--- src/rtl/proc_pkg.sv ---
// ============================================================================
// proc_pkg : opcodes, controller states and field helpers for proc_control
// Revision : 1.0
// ============================================================================
`default_nettype none

package proc_pkg;

  localparam int OPC_W = 4;

  localparam logic [OPC_W-1:0] OP_LD  = 4'b0000;
  localparam logic [OPC_W-1:0] OP_MOV = 4'b0001;
  localparam logic [OPC_W-1:0] OP_ADD = 4'b0010;
  localparam logic [OPC_W-1:0] OP_SUB = 4'b0011;
  localparam logic [OPC_W-1:0] OP_INV = 4'b0100;
  localparam logic [OPC_W-1:0] OP_FLP = 4'b0101;
  localparam logic [OPC_W-1:0] OP_AND = 4'b0110;
  localparam logic [OPC_W-1:0] OP_OR  = 4'b0111;
  localparam logic [OPC_W-1:0] OP_XOR = 4'b1000;
  localparam logic [OPC_W-1:0] OP_LSL = 4'b1001;
  localparam logic [OPC_W-1:0] OP_LSR = 4'b1010;
  localparam logic [OPC_W-1:0] OP_ASR = 4'b1011;

  typedef enum logic [2:0] {
    IDLE = 3'd0,
    S1X  = 3'd1,
    S1   = 3'd2,
    S2   = 3'd3,
    S3   = 3'd4
  } state_t;

  function automatic logic op_is_binary(input logic [OPC_W-1:0] op);
    return op inside {OP_ADD, OP_SUB, OP_AND, OP_OR, OP_XOR};
  endfunction

  function automatic logic op_is_unary(input logic [OPC_W-1:0] op);
    return op inside {OP_INV, OP_FLP, OP_LSL, OP_LSR, OP_ASR};
  endfunction

  function automatic logic op_is_reserved(input logic [OPC_W-1:0] op);
    return op[3:2] == 2'b11;
  endfunction

endpackage

`default_nettype wire

--- src/rtl/proc_control_if.sv ---
// ============================================================================
// proc_control_if : instruction request and datapath strobe bundle
// Revision        : 1.0
// ============================================================================
`default_nettype none

interface proc_control_if #(
  parameter int N = 10,
  parameter int R = 3
);
  logic            PEXEC;
  logic [N-1:0]    INSTR;
  logic [2**R-1:0] Rout;
  logic [2**R-1:0] Rin;
  logic            ENW;
  logic            Ain;
  logic            Gin;
  logic            Gout;
  logic [3:0]      FN;
  logic            BUSY;
  logic            DONE;
  logic            ERR;

  // master: instruction source / datapath side; slave: the controller
  modport master (
    output PEXEC, INSTR,
    input  Rout, Rin, ENW, Ain, Gin, Gout, FN, BUSY, DONE, ERR
  );

  modport slave (
    input  PEXEC, INSTR,
    output Rout, Rin, ENW, Ain, Gin, Gout, FN, BUSY, DONE, ERR
  );
endinterface

`default_nettype wire

--- src/rtl/dec_onehot.sv ---
// ============================================================================
// dec_onehot : R-bit select plus enable to 2**R one-hot vector
// Revision   : 1.0
// ============================================================================
`default_nettype none

module dec_onehot #(
  parameter int R = 3
) (
  input  wire logic [R-1:0]    sel_i,
  input  wire logic            en_i,
  output logic      [2**R-1:0] onehot_o
);

  for (genvar i = 0; i < 2**R; i++) begin : g_bit
    assign onehot_o[i] = en_i && (sel_i == R'(i));
  end

endmodule

`default_nettype wire

--- src/rtl/proc_control.sv ---
// ============================================================================
// proc_control : sequences bus/ALU strobes for one instruction per request
// Revision     : 1.0
// ============================================================================
`default_nettype none

module proc_control
  import proc_pkg::*;
#(
  parameter int N = 10,
  parameter int R = 3
) (
  input  wire logic     CLKb,
  input  wire logic     RST,
  proc_control_if.slave bus
);

  state_t       state_q, state_d;
  logic [N-1:0] ir_q, ir_d;

  logic [OPC_W-1:0] w_opc, w_new_op;
  logic [R-1:0]     w_rx, w_ry;
  logic [R-1:0]     w_rout_sel, w_rin_sel;
  logic             w_rout_en, w_rin_en;
  logic             w_enw, w_ain, w_gin, w_gout, w_done, w_err;

  assign w_opc    = ir_q[N-1 -: OPC_W];
  assign w_rx     = ir_q[2*R-1 -: R];
  assign w_ry     = ir_q[R-1:0];
  assign w_new_op = bus.INSTR[N-1 -: OPC_W];

  always_ff @(posedge CLKb) begin
    if (RST) begin
      state_q <= IDLE;
      ir_q    <= '0;
    end else begin
      state_q <= state_d;
      ir_q    <= ir_d;
    end
  end

  always_comb begin
    state_d    = state_q;
    ir_d       = ir_q;
    w_rout_en  = 1'b0;
    w_rout_sel = w_ry;
    w_rin_en   = 1'b0;
    w_rin_sel  = w_rx;
    w_enw      = 1'b0;
    w_ain      = 1'b0;
    w_gin      = 1'b0;
    w_gout     = 1'b0;
    w_done     = 1'b0;
    w_err      = 1'b0;
    case (state_q)
      IDLE: begin
        if (bus.PEXEC) begin
          ir_d = bus.INSTR;
          if (op_is_binary(w_new_op))     state_d = S1;
          else if (op_is_unary(w_new_op)) state_d = S2;
          else                            state_d = S1X;
        end
      end
      // single-cycle group: LD, MOV and reserved opcodes
      S1X: begin
        w_done  = 1'b1;
        state_d = IDLE;
        if (w_opc == OP_LD) begin
          w_enw    = 1'b1;
          w_rin_en = 1'b1;
        end else if (w_opc == OP_MOV) begin
          w_rout_en = 1'b1;
          w_rin_en  = 1'b1;
        end
        w_err = op_is_reserved(w_opc);
      end
      S1: begin
        w_rout_en  = 1'b1;
        w_rout_sel = w_rx;
        w_ain      = 1'b1;
        state_d    = S2;
      end
      S2: begin
        w_rout_en = 1'b1;
        w_gin     = 1'b1;
        state_d   = S3;
      end
      S3: begin
        w_gout   = 1'b1;
        w_rin_en = 1'b1;
        w_done   = 1'b1;
        state_d  = IDLE;
      end
      default: state_d = IDLE;
    endcase
  end

  dec_onehot #(.R(R)) u_dec_rout (
    .sel_i    (w_rout_sel),
    .en_i     (w_rout_en),
    .onehot_o (bus.Rout)
  );

  dec_onehot #(.R(R)) u_dec_rin (
    .sel_i    (w_rin_sel),
    .en_i     (w_rin_en),
    .onehot_o (bus.Rin)
  );

  assign bus.ENW  = w_enw;
  assign bus.Ain  = w_ain;
  assign bus.Gin  = w_gin;
  assign bus.Gout = w_gout;
  assign bus.DONE = w_done;
  assign bus.ERR  = w_err;
  assign bus.BUSY = (state_q != IDLE);
  assign bus.FN   = (state_q != IDLE) ? w_opc : 4'b0000;

endmodule

`default_nettype wire

--- src/flat_wrapper.sv ---
// flat-port wrapper written by rule: the top's interface ports become plain ports
module proc_control_flat import proc_pkg::*;
#(
  parameter int N = 10,
  parameter int R = 3
)
  (CLKb, RST, bus_PEXEC, bus_INSTR, bus_Rout, bus_Rin, bus_ENW, bus_Ain, bus_Gin, bus_Gout, bus_FN, bus_BUSY, bus_DONE, bus_ERR);
  proc_control_if #(.N(N), .R(R)) bus_i ();
  input  wire logic CLKb;
  input  wire logic RST;
  input wire logic [$bits(bus_i.PEXEC)-1:0] bus_PEXEC;
  input wire logic [$bits(bus_i.INSTR)-1:0] bus_INSTR;
  output wire logic [$bits(bus_i.Rout)-1:0] bus_Rout;
  output wire logic [$bits(bus_i.Rin)-1:0] bus_Rin;
  output wire logic [$bits(bus_i.ENW)-1:0] bus_ENW;
  output wire logic [$bits(bus_i.Ain)-1:0] bus_Ain;
  output wire logic [$bits(bus_i.Gin)-1:0] bus_Gin;
  output wire logic [$bits(bus_i.Gout)-1:0] bus_Gout;
  output wire logic [$bits(bus_i.FN)-1:0] bus_FN;
  output wire logic [$bits(bus_i.BUSY)-1:0] bus_BUSY;
  output wire logic [$bits(bus_i.DONE)-1:0] bus_DONE;
  output wire logic [$bits(bus_i.ERR)-1:0] bus_ERR;
  assign bus_i.PEXEC = bus_PEXEC;
  assign bus_i.INSTR = bus_INSTR;
  assign bus_Rout = bus_i.Rout;
  assign bus_Rin = bus_i.Rin;
  assign bus_ENW = bus_i.ENW;
  assign bus_Ain = bus_i.Ain;
  assign bus_Gin = bus_i.Gin;
  assign bus_Gout = bus_i.Gout;
  assign bus_FN = bus_i.FN;
  assign bus_BUSY = bus_i.BUSY;
  assign bus_DONE = bus_i.DONE;
  assign bus_ERR = bus_i.ERR;
  proc_control #(.N(N), .R(R)) u_core (.CLKb(CLKb), .RST(RST), .bus(bus_i));
endmodule
--- config.mk ---
export PLATFORM = sky130hd
export DESIGN_NAME = proc_control_flat
export DESIGN_NICKNAME = d
export VERILOG_FILES = /design/src/rtl/proc_pkg.sv /design/src/rtl/proc_control_if.sv /design/src/rtl/dec_onehot.sv /design/src/rtl/proc_control.sv /design/src/flat_wrapper.sv
export SDC_FILE = /design/constraint.sdc
export NUM_CORES = 1
export LEC_CHECK = 0
export ABC_AREA = 1
export BUFFER_PORTS_ARGS = -buffer_cell sky130_fd_sc_hd__buf_4
export CORE_MARGIN = 2
export CORE_UTILIZATION = 50
export CTS_CLUSTER_DIAMETER = 50
export DETAILED_ROUTE_END_ITERATION = 8
export GPL_ROUTABILITY_DRIVEN = 0
export PLACE_DENSITY = 0.83
export RECOVER_POWER = 50
export SLEW_MARGIN = 10
export SYNTH_ARGS = -nofsm -noshare
export SYNTH_HDL_FRONTEND = slang
export SYNTH_SLANG_ARGS = --single-unit
--- constraint.sdc ---
create_clock -name CLKb -period 1.78 [get_ports CLKb]
set_input_delay 0.356 -clock CLKb [delete_from_list [all_inputs] [get_ports CLKb]]
set_output_delay 0.356 -clock CLKb [all_outputs]
set_load 0.02 [all_outputs]
==> out/summary.md, run 1 <==
Outcome
* finished, violations left — status
* negative setup slack — violated checks

Setup path
* register to output pin — worst setup path category
* register — startpoint types
* u_core.state_q[0]$_SDFFE_PP0P_ — worst flop-to-flop path startpoint
* output pin — CP endpoint kind
* 8 — Critical Path Fanout Max
* 1.42 ns — required time of the critical path
* 1.52 ns — CP arrival
* u_core.state_q[2]$_SDFFE_PP0P_ — launch point of the critical path

GRT
* 0 — remaining global-route overflow
* 22.7% — overall fraction of global-route tracks in use
* 12 — largest net degree at the start of global routing
* 0 — number of antenna violations at the first check in global routing
* 3.72 mm — wire length of the first global-routing pass
* 947 — number of global-route vias before repair

Layout
* 0 — number of antenna diodes
* 61.9% — signed area change from the synthesized netlist to the final layout
* 87.4% — final core utilization
* 38.8% — layout cells sized above 1
* 246 — Final Net Count

Placed design
* 0.152 ns — Placement Setup Slack
* 39 — buffers added on ports
* 1.89 mm — Detailed Place HPWL

Power and ir drop
* 15.9% — Clk pwr share
* 760 nW/um^2 — pwr/cell area
* 0.837 nW — leak pwr
* 0.569 mV — worst supply voltage drop on vdd
* 1.16 mW — total design power
* 531 uW — switching pwr
* 628 uW — internal power summed over all cells
* 51.7% — logic gate share of total power
* 45.8% — switching share of power
* 32.5% — register share of total power

Flow run
* 0 — maximum capacitance violations

Clock tree
* 3 — clock buffers created by TritonCTS
* 1 — H-tree levels
* 13 — clock sinks
* yes — clock tree from TritonCTS
* 2 — number of buffers on the longest clock path
* sky130_fd_sc_hd__clkbuf_4 — clock root cell
* 0.28 ns — insertion delay to the later sink of the worst-skew pair
* 0.09 ns — CTS clock-pin slew for the worst setup and hold paths
* 0 — number of hold-repair buffers added at the cts stage

Synth
* simple AND/OR/NAND/NOR gates — largest family of logic cells by synthesized area
* sky130_fd_sc_hd__nand2_1 — cell type contributing the most total cell area after synthesis
* 0% — share of cell area taken by muxes after synthesis
* sky130_fd_sc_hd__nand2_1 — most numerous cell in the Yosys netlist
* sky130_fd_sc_hd__nand2_1 (74), sky130_fd_sc_hd__inv_1 (39), sky130_fd_sc_hd__nor2_1 (33) — synth cell count leaders
* 27.6% — register area share after synthesis
* 49.0% — simple-gate portion of the synthesized area
* 0% — proportion of synthesized flip-flops having asynchronous set or reset
* 0% — parity-gate share of the synthesized area counting xor and xnor cells
* 0% — Post-Synth Adder-Cell Area
* 5.09 um^2 — mean area per synthesized cell
* sky130_fd_sc_hd__nand2_1 (29%), sky130_fd_sc_hd__dfxtp_1 (28%), sky130_fd_sc_hd__inv_1 (16%) — biggest area contributors in the synthesized netlist
* 13 — post-synthesis sequential element count
* sky130_fd_sc_hd__dfxtp_1 — Most used DFF post-synth
* 185 — gate count of the mapped netlist
* 0 — synthesis warning total
* 0 — number of enable-type register cells in the synthesized netlist
* 198 — syn_nets
* 942 um^2 — Post-Syn Area
* 29.5% — portion of synthesized cell area occupied by the leading cell type
* 5.84% — compound-gate portion of the synthesized area
* 14 — count of unique library cells instantiated by Yosys

Die
* 40 — io pins
* 47.4 um — horizontal extent of the die
* 2250 um^2 — Total Die Area
* 54.0% — initial cell density of the core
* 15 — std cell rows
* 1750 um^2 — core area
* 47.4 um — DIE HEIGHT

Hold path
* input port to register — hold crit path type
* RST — worst hold path startpoint

Detailed routing
* 4 — number of detailed-routing iterations run before antenna repair
* 0 — # DRC
* 1263 — total vias in the final route
* 3.19 mm — Routed Wire Length
* 4.91 — mean number of vias per cell
* 55 — number of design-rule violations left by the first detailed-router iteration
* 0 — antenna-violating nets left
* 12.4 um — average routed wire per standard cell

Timing
* 0 — max-slew violations
* 72.2% — tightest slew margin relative to the limit
* 0.0108 ns — final clock skew
* 9 — Setup-failing EPs final
* 0 — endpoints failing hold
* 0.241 ns — final worst hold slack
* -0.0974 ns — min setup slack post-route
* 1.88 ns — post-route minimum period
* 533 MHz — highest achievable clock rate
* 0.416 ns — worst-margin pin slew
* 105% — Final period util
* true — RSZ-0062 raised after global routing

==> path summary, 6_finish.rpt <==
kind	end	slack, ns	cells after the start
worst max register to register	u_core.ir_q[6]$_SDFFE_PP0P_	0.22	7
worst max-delay path	bus_Rout[3]	-0.1	8
worst min-delay path	u_core.state_q[2]$_SDFFE_PP0P_	0.24	2
worst min register to register	u_core.state_q[2]$_SDFFE_PP0P_	0.54	2
==> critical path, cell delays in order, from the launching register on <==
cell                      delay [ns]
sky130_fd_sc_hd__dfxtp_4        0.38
sky130_fd_sc_hd__inv_4          0.05
sky130_fd_sc_hd__buf_4          0.14
sky130_fd_sc_hd__nand3_4        0.09
sky130_fd_sc_hd__nand2_1        0.10
sky130_fd_sc_hd__nand2_2        0.11
sky130_fd_sc_hd__nand2_1        0.09
sky130_fd_sc_hd__nor2_1         0.12
sky130_fd_sc_hd__buf_4          0.16
==> routing by layer <==
metal	GRT usage (%)	share of wire, %	vias to the layer above
met5	0	0	-
met2	37.3	47	75
met3	3.02	6.8	13
li1	-	-	634
met4	10.6	2.8	0
met1	29.5	43	541
==> sequential cells by signal, indices dropped and copies added, names as in the netlist <==
name and cells:
u_core.ir_q 10, u_core.state_q 3
==> final cells by class <==
class / instances / area, um^2
Multi-Input combinational cell: 129 / 676
Timing Repair Buffer: 45 / 364
Sequential cell: 13 / 272
Fill cell: 100 / 220
Inverter: 41 / 156
Tap cell: 25 / 31.3
Clock buffer: 4 / 26.3
==> what timing repair did <==
| item | CTS | global route |
|---|---|---|
| resized for setup | 13 | 49 |
| buffers inserted | 2 | 4 |
| pin swaps | 1 | 16 |
| setup endpoints to repair | 17 | 19 |
==> cell usage in the layout (no fill, tap or decap), drive strengths merged <==
cell type and instances:
clkbuf 4, inv 41, dfxtp 13, nor2 35
nand4 1, nand2 75, buf 45, a21oi 10
nand3 5, nor3 2, o21ai 1
==> stage by stage <==
step | instances | setup TNS (ns) | instance area (um^2)
after floorplan | 185 | 0 | 942
after global placement | 247 | 0 | 1250
after detailed placement | 247 | 0 | 1250
after CTS | 253 | -0.00445 | 1340
after global routing | 257 | -1.51 | 1530
final | 257 | -0.479 | 1530
==> power by group through the flow <==
stage	logic (mW)	clock network (mW)	registers, mW
global route	0.651	0.206	0.381
global placement	0.430	0	0.364
CTS	0.464	0.185	0.365
floorplan	0.314	0	0.360
detailed placement	0.441	0	0.367
finish	0.599	0.184	0.376
==> logic make-up after synthesis <==
| group | count (synthesis) |
|---|---|
| AO/OA/AOI/OAI | 11 |
| flip-flops | 13 |
| buffers and inverters | 43 |
| AND/OR/NAND/NOR | 118 |
Note: power is estimated with default switching activity, not from simulation.
==> run 2, diff against run 1 <==
--- a/config.mk
+++ b/config.mk
@@ -5,10 +5,10 @@
 export SDC_FILE = /design/constraint.sdc
 export NUM_CORES = 1
 export LEC_CHECK = 0
-export ABC_AREA = 1
+export ABC_AREA = 0
 export BUFFER_PORTS_ARGS = -buffer_cell sky130_fd_sc_hd__buf_4
 export CORE_MARGIN = 2
-export CORE_UTILIZATION = 50
+export CORE_UTILIZATION = 48
 export CTS_CLUSTER_DIAMETER = 50
 export DETAILED_ROUTE_END_ITERATION = 8
 export GPL_ROUTABILITY_DRIVEN = 0
==> run 2 against run 1 <==
Against the previous run: the run still ends with negative setup slack left; final area shrank 2.3%; first-iteration DRC count shrank 78%; critical path depth decreased by 3; count of clock-buffer cells in the layout unchanged; sequential power fell by 8.0%; wire length is 5.8% lower; setup slack lost 0.28 ns; clock skew decreased by 0.0010 ns; synthesized cell count fell by 42%; core utilization is 1.8 points higher; fmax shrank 13%; power decreased by 22%; critical endpoint is now bus_Rout[0]; largest power group unchanged.
==> out/summary.md, run 2 <==
Outcome
* finished, violations left — status
* negative setup slack — violated checks

Layout
* 0 — number of antenna diodes, unchanged
* 78.6% — signed area change from the synthesized netlist to the final layout
* 173 — Final Net Count, -30%
* u_core.ir_q x10, u_core.state_q x3 — leading registers by flop count
* 56.0% — layout cells sized above 1, +17 points
* sky130_fd_sc_hd__buf_4 — most common cell after layout, fill and taps aside
* 1490 um^2 — area of all placed cells without fillers, -2.3%
* sky130_fd_sc_hd__buf_4 (51), sky130_fd_sc_hd__nand2_1 (23), sky130_fd_sc_hd__a21oi_1 (10), sky130_fd_sc_hd__dfxtp_1 (10), sky130_fd_sc_hd__nor4_4 (8) — leading cell types in the layout, fill and taps excluded
* u_core.ir_q — largest reg by FF count
* 10 — flip-flop count of the largest register after layout, unchanged

GRT
* 26.9% — overall fraction of global-route tracks in use, +4.1 points
* 4.04 mm — wire length of the first global-routing pass, +8.7%
* 926 — number of global-route vias before repair, -2.2%
* 14 — largest net degree at the start of global routing, +2
* 0 — remaining global-route overflow, unchanged
* 0 — number of antenna violations at the first check in global routing, unchanged

Detailed routing
* 5.93 — mean number of vias per cell, +21%
* 1043 — total vias in the final route, -17%
* 12 — number of design-rule violations left by the first detailed-router iteration, -78%
* 17.1 um — average routed wire per standard cell, +38%
* 4 — number of detailed-routing iterations run before antenna repair, unchanged
* 3.00 mm — Routed Wire Length, -5.8%
* 0 — # DRC, unchanged
* 0 — antenna-violating nets left, unchanged

Timing
* true — RSZ-0062 raised after global routing
* 0 — endpoints failing hold, unchanged
* 73.9% — tightest slew margin relative to the limit, +1.7 points
* 0.00982 ns — final clock skew, -0.00102 ns
* 0 — max-slew violations, unchanged
* 121% — Final period util, +16 points
* 0.383 ns — worst-margin pin slew, -0.0334 ns
* 0.329 ns — final worst hold slack, +0.0886 ns
* 2.15 ns — post-route minimum period, +0.277 ns
* 464 MHz — highest achievable clock rate, -13%
* -0.374 ns — min setup slack post-route, -0.277 ns
* 17 — Setup-failing EPs final, +8

Clock tree
* 0.09 ns — CTS clock-pin slew for the worst setup and hold paths, about the same
* 1 — H-tree levels, unchanged
* 3 — clock buffers created by TritonCTS, unchanged
* 2 — number of buffers on the longest clock path, unchanged
* yes — clock tree from TritonCTS
* sky130_fd_sc_hd__clkbuf_4 — clock root cell
* 0.27 ns — insertion delay to the later sink of the worst-skew pair, about the same
* 13 — clock sinks, unchanged

Synth
* 31.2% — register area share after synthesis, +3.6 points
* sky130_fd_sc_hd__dfxtp_1 (31%), sky130_fd_sc_hd__nand2_1 (10%), sky130_fd_sc_hd__nor4_1 (7.5%) — biggest area contributors in the synthesized netlist
* 120 — syn_nets, -39%
* 0% — proportion of synthesized flip-flops having asynchronous set or reset, unchanged
* sky130_fd_sc_hd__nand2_1 — most numerous cell in the Yosys netlist
* 107 — gate count of the mapped netlist, -42%
* 13 — post-synthesis sequential element count, unchanged
* 7.80 um^2 — mean area per synthesized cell, +53%
* sky130_fd_sc_hd__nand2_1 (23), sky130_fd_sc_hd__dfxtp_1 (13), sky130_fd_sc_hd__a21oi_1 (11) — synth cell count leaders
* 27 — count of unique library cells instantiated by Yosys, +13
* 0 — synthesis warning total, unchanged
* sky130_fd_sc_hd__dfxtp_1 — cell type contributing the most total cell area after synthesis
* sky130_fd_sc_hd__dfxtp_1 — Most used DFF post-synth
* 835 um^2 — Post-Syn Area, -11%
* 0 — number of enable-type register cells in the synthesized netlist, unchanged
* 31.2% — portion of synthesized cell area occupied by the leading cell type, +1.7 points

Die
* 2090 um^2 — Total Die Area, -7.1%
* 50.0% — initial cell density of the core, -4.0 points
* 15 — std cell rows, unchanged
* 45.7 um — horizontal extent of the die, -3.6%
* 1670 um^2 — core area, -4.3%
* 45.7 um — DIE HEIGHT, -3.6%
* 40 — io pins, unchanged

Power and ir drop
* 0.601 nW — leak pwr, -28%
* 0.642 mV — worst supply voltage drop on vdd, +13%
* 607 nW/um^2 — pwr/cell area, -20%
* 905 uW — total design power, -22%

Hold path
* bus_INSTR[6] — worst hold path startpoint
* u_core.ir_q[6]$_SDFFE_PP0P_ — hold endpoint
* input port to register — hold crit path type
* 3 — number of cells on the worst hold path, +1

Setup path
* 4 — Critical Path Fanout Max, -4
* u_core.ir_q[3]$_SDFFE_PP0P_ — critical register-to-register path endpoint
* register to output pin — worst setup path category
* register — startpoint types
* 4 — number of cells on the worst reg-to-reg path, -3
* 1.42 ns — required time of the critical path, about the same
* u_core.state_q[2]$_SDFFE_PP0P_ — worst flop-to-flop path startpoint
* 0.18 ns — flop-to-flop setup slack, -0.04 ns
* output pin — CP endpoint kind
* 1.80 ns — CP arrival, +0.28 ns

Placed design
* -0.107 ns — Placement Setup Slack, -0.260 ns
* 1380 um^2 — cell area reported after detailed placement, +10%
* 1.85 mm — Detailed Place HPWL, -2.2%
* 39 — buffers added on ports, unchanged

Flow run
* 0 — maximum capacitance violations, unchanged

-- run 2: cell types whose count changed after synthesis, moves of 3 or more --
cell,change
sky130_fd_sc_hd__a31oi_1,+3
sky130_fd_sc_hd__inv_1,-38
sky130_fd_sc_hd__mux2_2,+3
sky130_fd_sc_hd__mux2i_1,+3
sky130_fd_sc_hd__nand2_1,-51
sky130_fd_sc_hd__nand3_1,-5
sky130_fd_sc_hd__nor2_1,-31
sky130_fd_sc_hd__nor2b_1,+7
sky130_fd_sc_hd__nor3_1,+4
sky130_fd_sc_hd__nor3b_1,+5
sky130_fd_sc_hd__nor4_1,+10
-- run 2: logic make-up after synthesis --
| kind of cell | after synthesis | synth area share, % |
|---|---|---|
| simple gates | 66 | 46.0 |
| compound gates | 15 | 10.0 |
| flops | 13 | 31.2 |
| buf+inv | 7 | 5.10 |
| mux | 6 | 7.65 |
-- run 2: area by class of cell --
class / count / area, um^2
fill: 80 / 180
clock buffer: 4 / 26.3
tap: 17 / 21.3
multi-input combinational: 87 / 757
timing repair buffer: 54 / 418
sequential: 13 / 264
inverter: 1 / 3.75
-- run 2: power by group --
group	total (mW)	leakage (nW)	internal, mW	switching, mW
registers	0.346	0.108	0.313	0.0337
logic	0.379	0.478	0.174	0.204
clock network	0.180	0.0150	0.0866	0.0933
-- run 2: worst max-delay path, cell delays in order, from the launching register on --
cell                      delay (ns)
sky130_fd_sc_hd__dfxtp_2        0.36
sky130_fd_sc_hd__nor3b_4        0.22
sky130_fd_sc_hd__buf_6          0.14
sky130_fd_sc_hd__mux2_4         0.35
sky130_fd_sc_hd__nor4_4         0.27
sky130_fd_sc_hd__buf_4          0.18
-- run 2: worst max path at each step --
stage                                              start           to  slack [ns]  cells after the start
after global routing      u_core.state_q[1]$_SDFFE_PP0P_  bus_Rout[0]       -0.44                      5
after detailed placement  u_core.state_q[2]$_SDFFE_PP0P_   bus_Rin[0]       -0.11                      5
after floorplan           u_core.state_q[0]$_SDFFE_PP0P_  bus_Rout[0]       -0.36                      4
after CTS                 u_core.state_q[2]$_SDFFE_PP0P_  bus_Rout[0]       -0.36                      5
after global placement    u_core.state_q[0]$_SDFFE_PP0P_  bus_Rout[2]       -0.05                      5
final                     u_core.state_q[1]$_SDFFE_PP0P_  bus_Rout[0]       -0.37                      5
-- run 2: per-layer routing --
| layer | global-route usage [%] | vias to the layer above | part of all wire [%] |
|---|---|---|---|
| met5 | 0 | - | 0 |
| met4 | 7.43 | 0 | 4.0 |
| li1 | - | 491 | - |
| met1 | 29.7 | 498 | 38 |
| met2 | 52.4 | 42 | 53 |
| met3 | 3.57 | 12 | 5.0 |
-- run 2: stage by stage --
step	util [%]	instances	TNS, ns
2_1_floorplan	-	107	-2.42
3_3_place_gp	82.7	171	-0.487
3_5_place_dp	82.7	171	-1.19
4_1_cts	87.4	175	-3.44
5_1_grt	89.2	176	-5.17
6_report	89.2	176	-4.21
-- run 2: repair_timing --
item / in CTS / in global routing
buffers inserted: 0 / 1
pin swaps: 4 / 2
hold buffers: 0 / 0
endpoints found under the setup margin: 17 / 20
gates resized for setup: 13 / 5
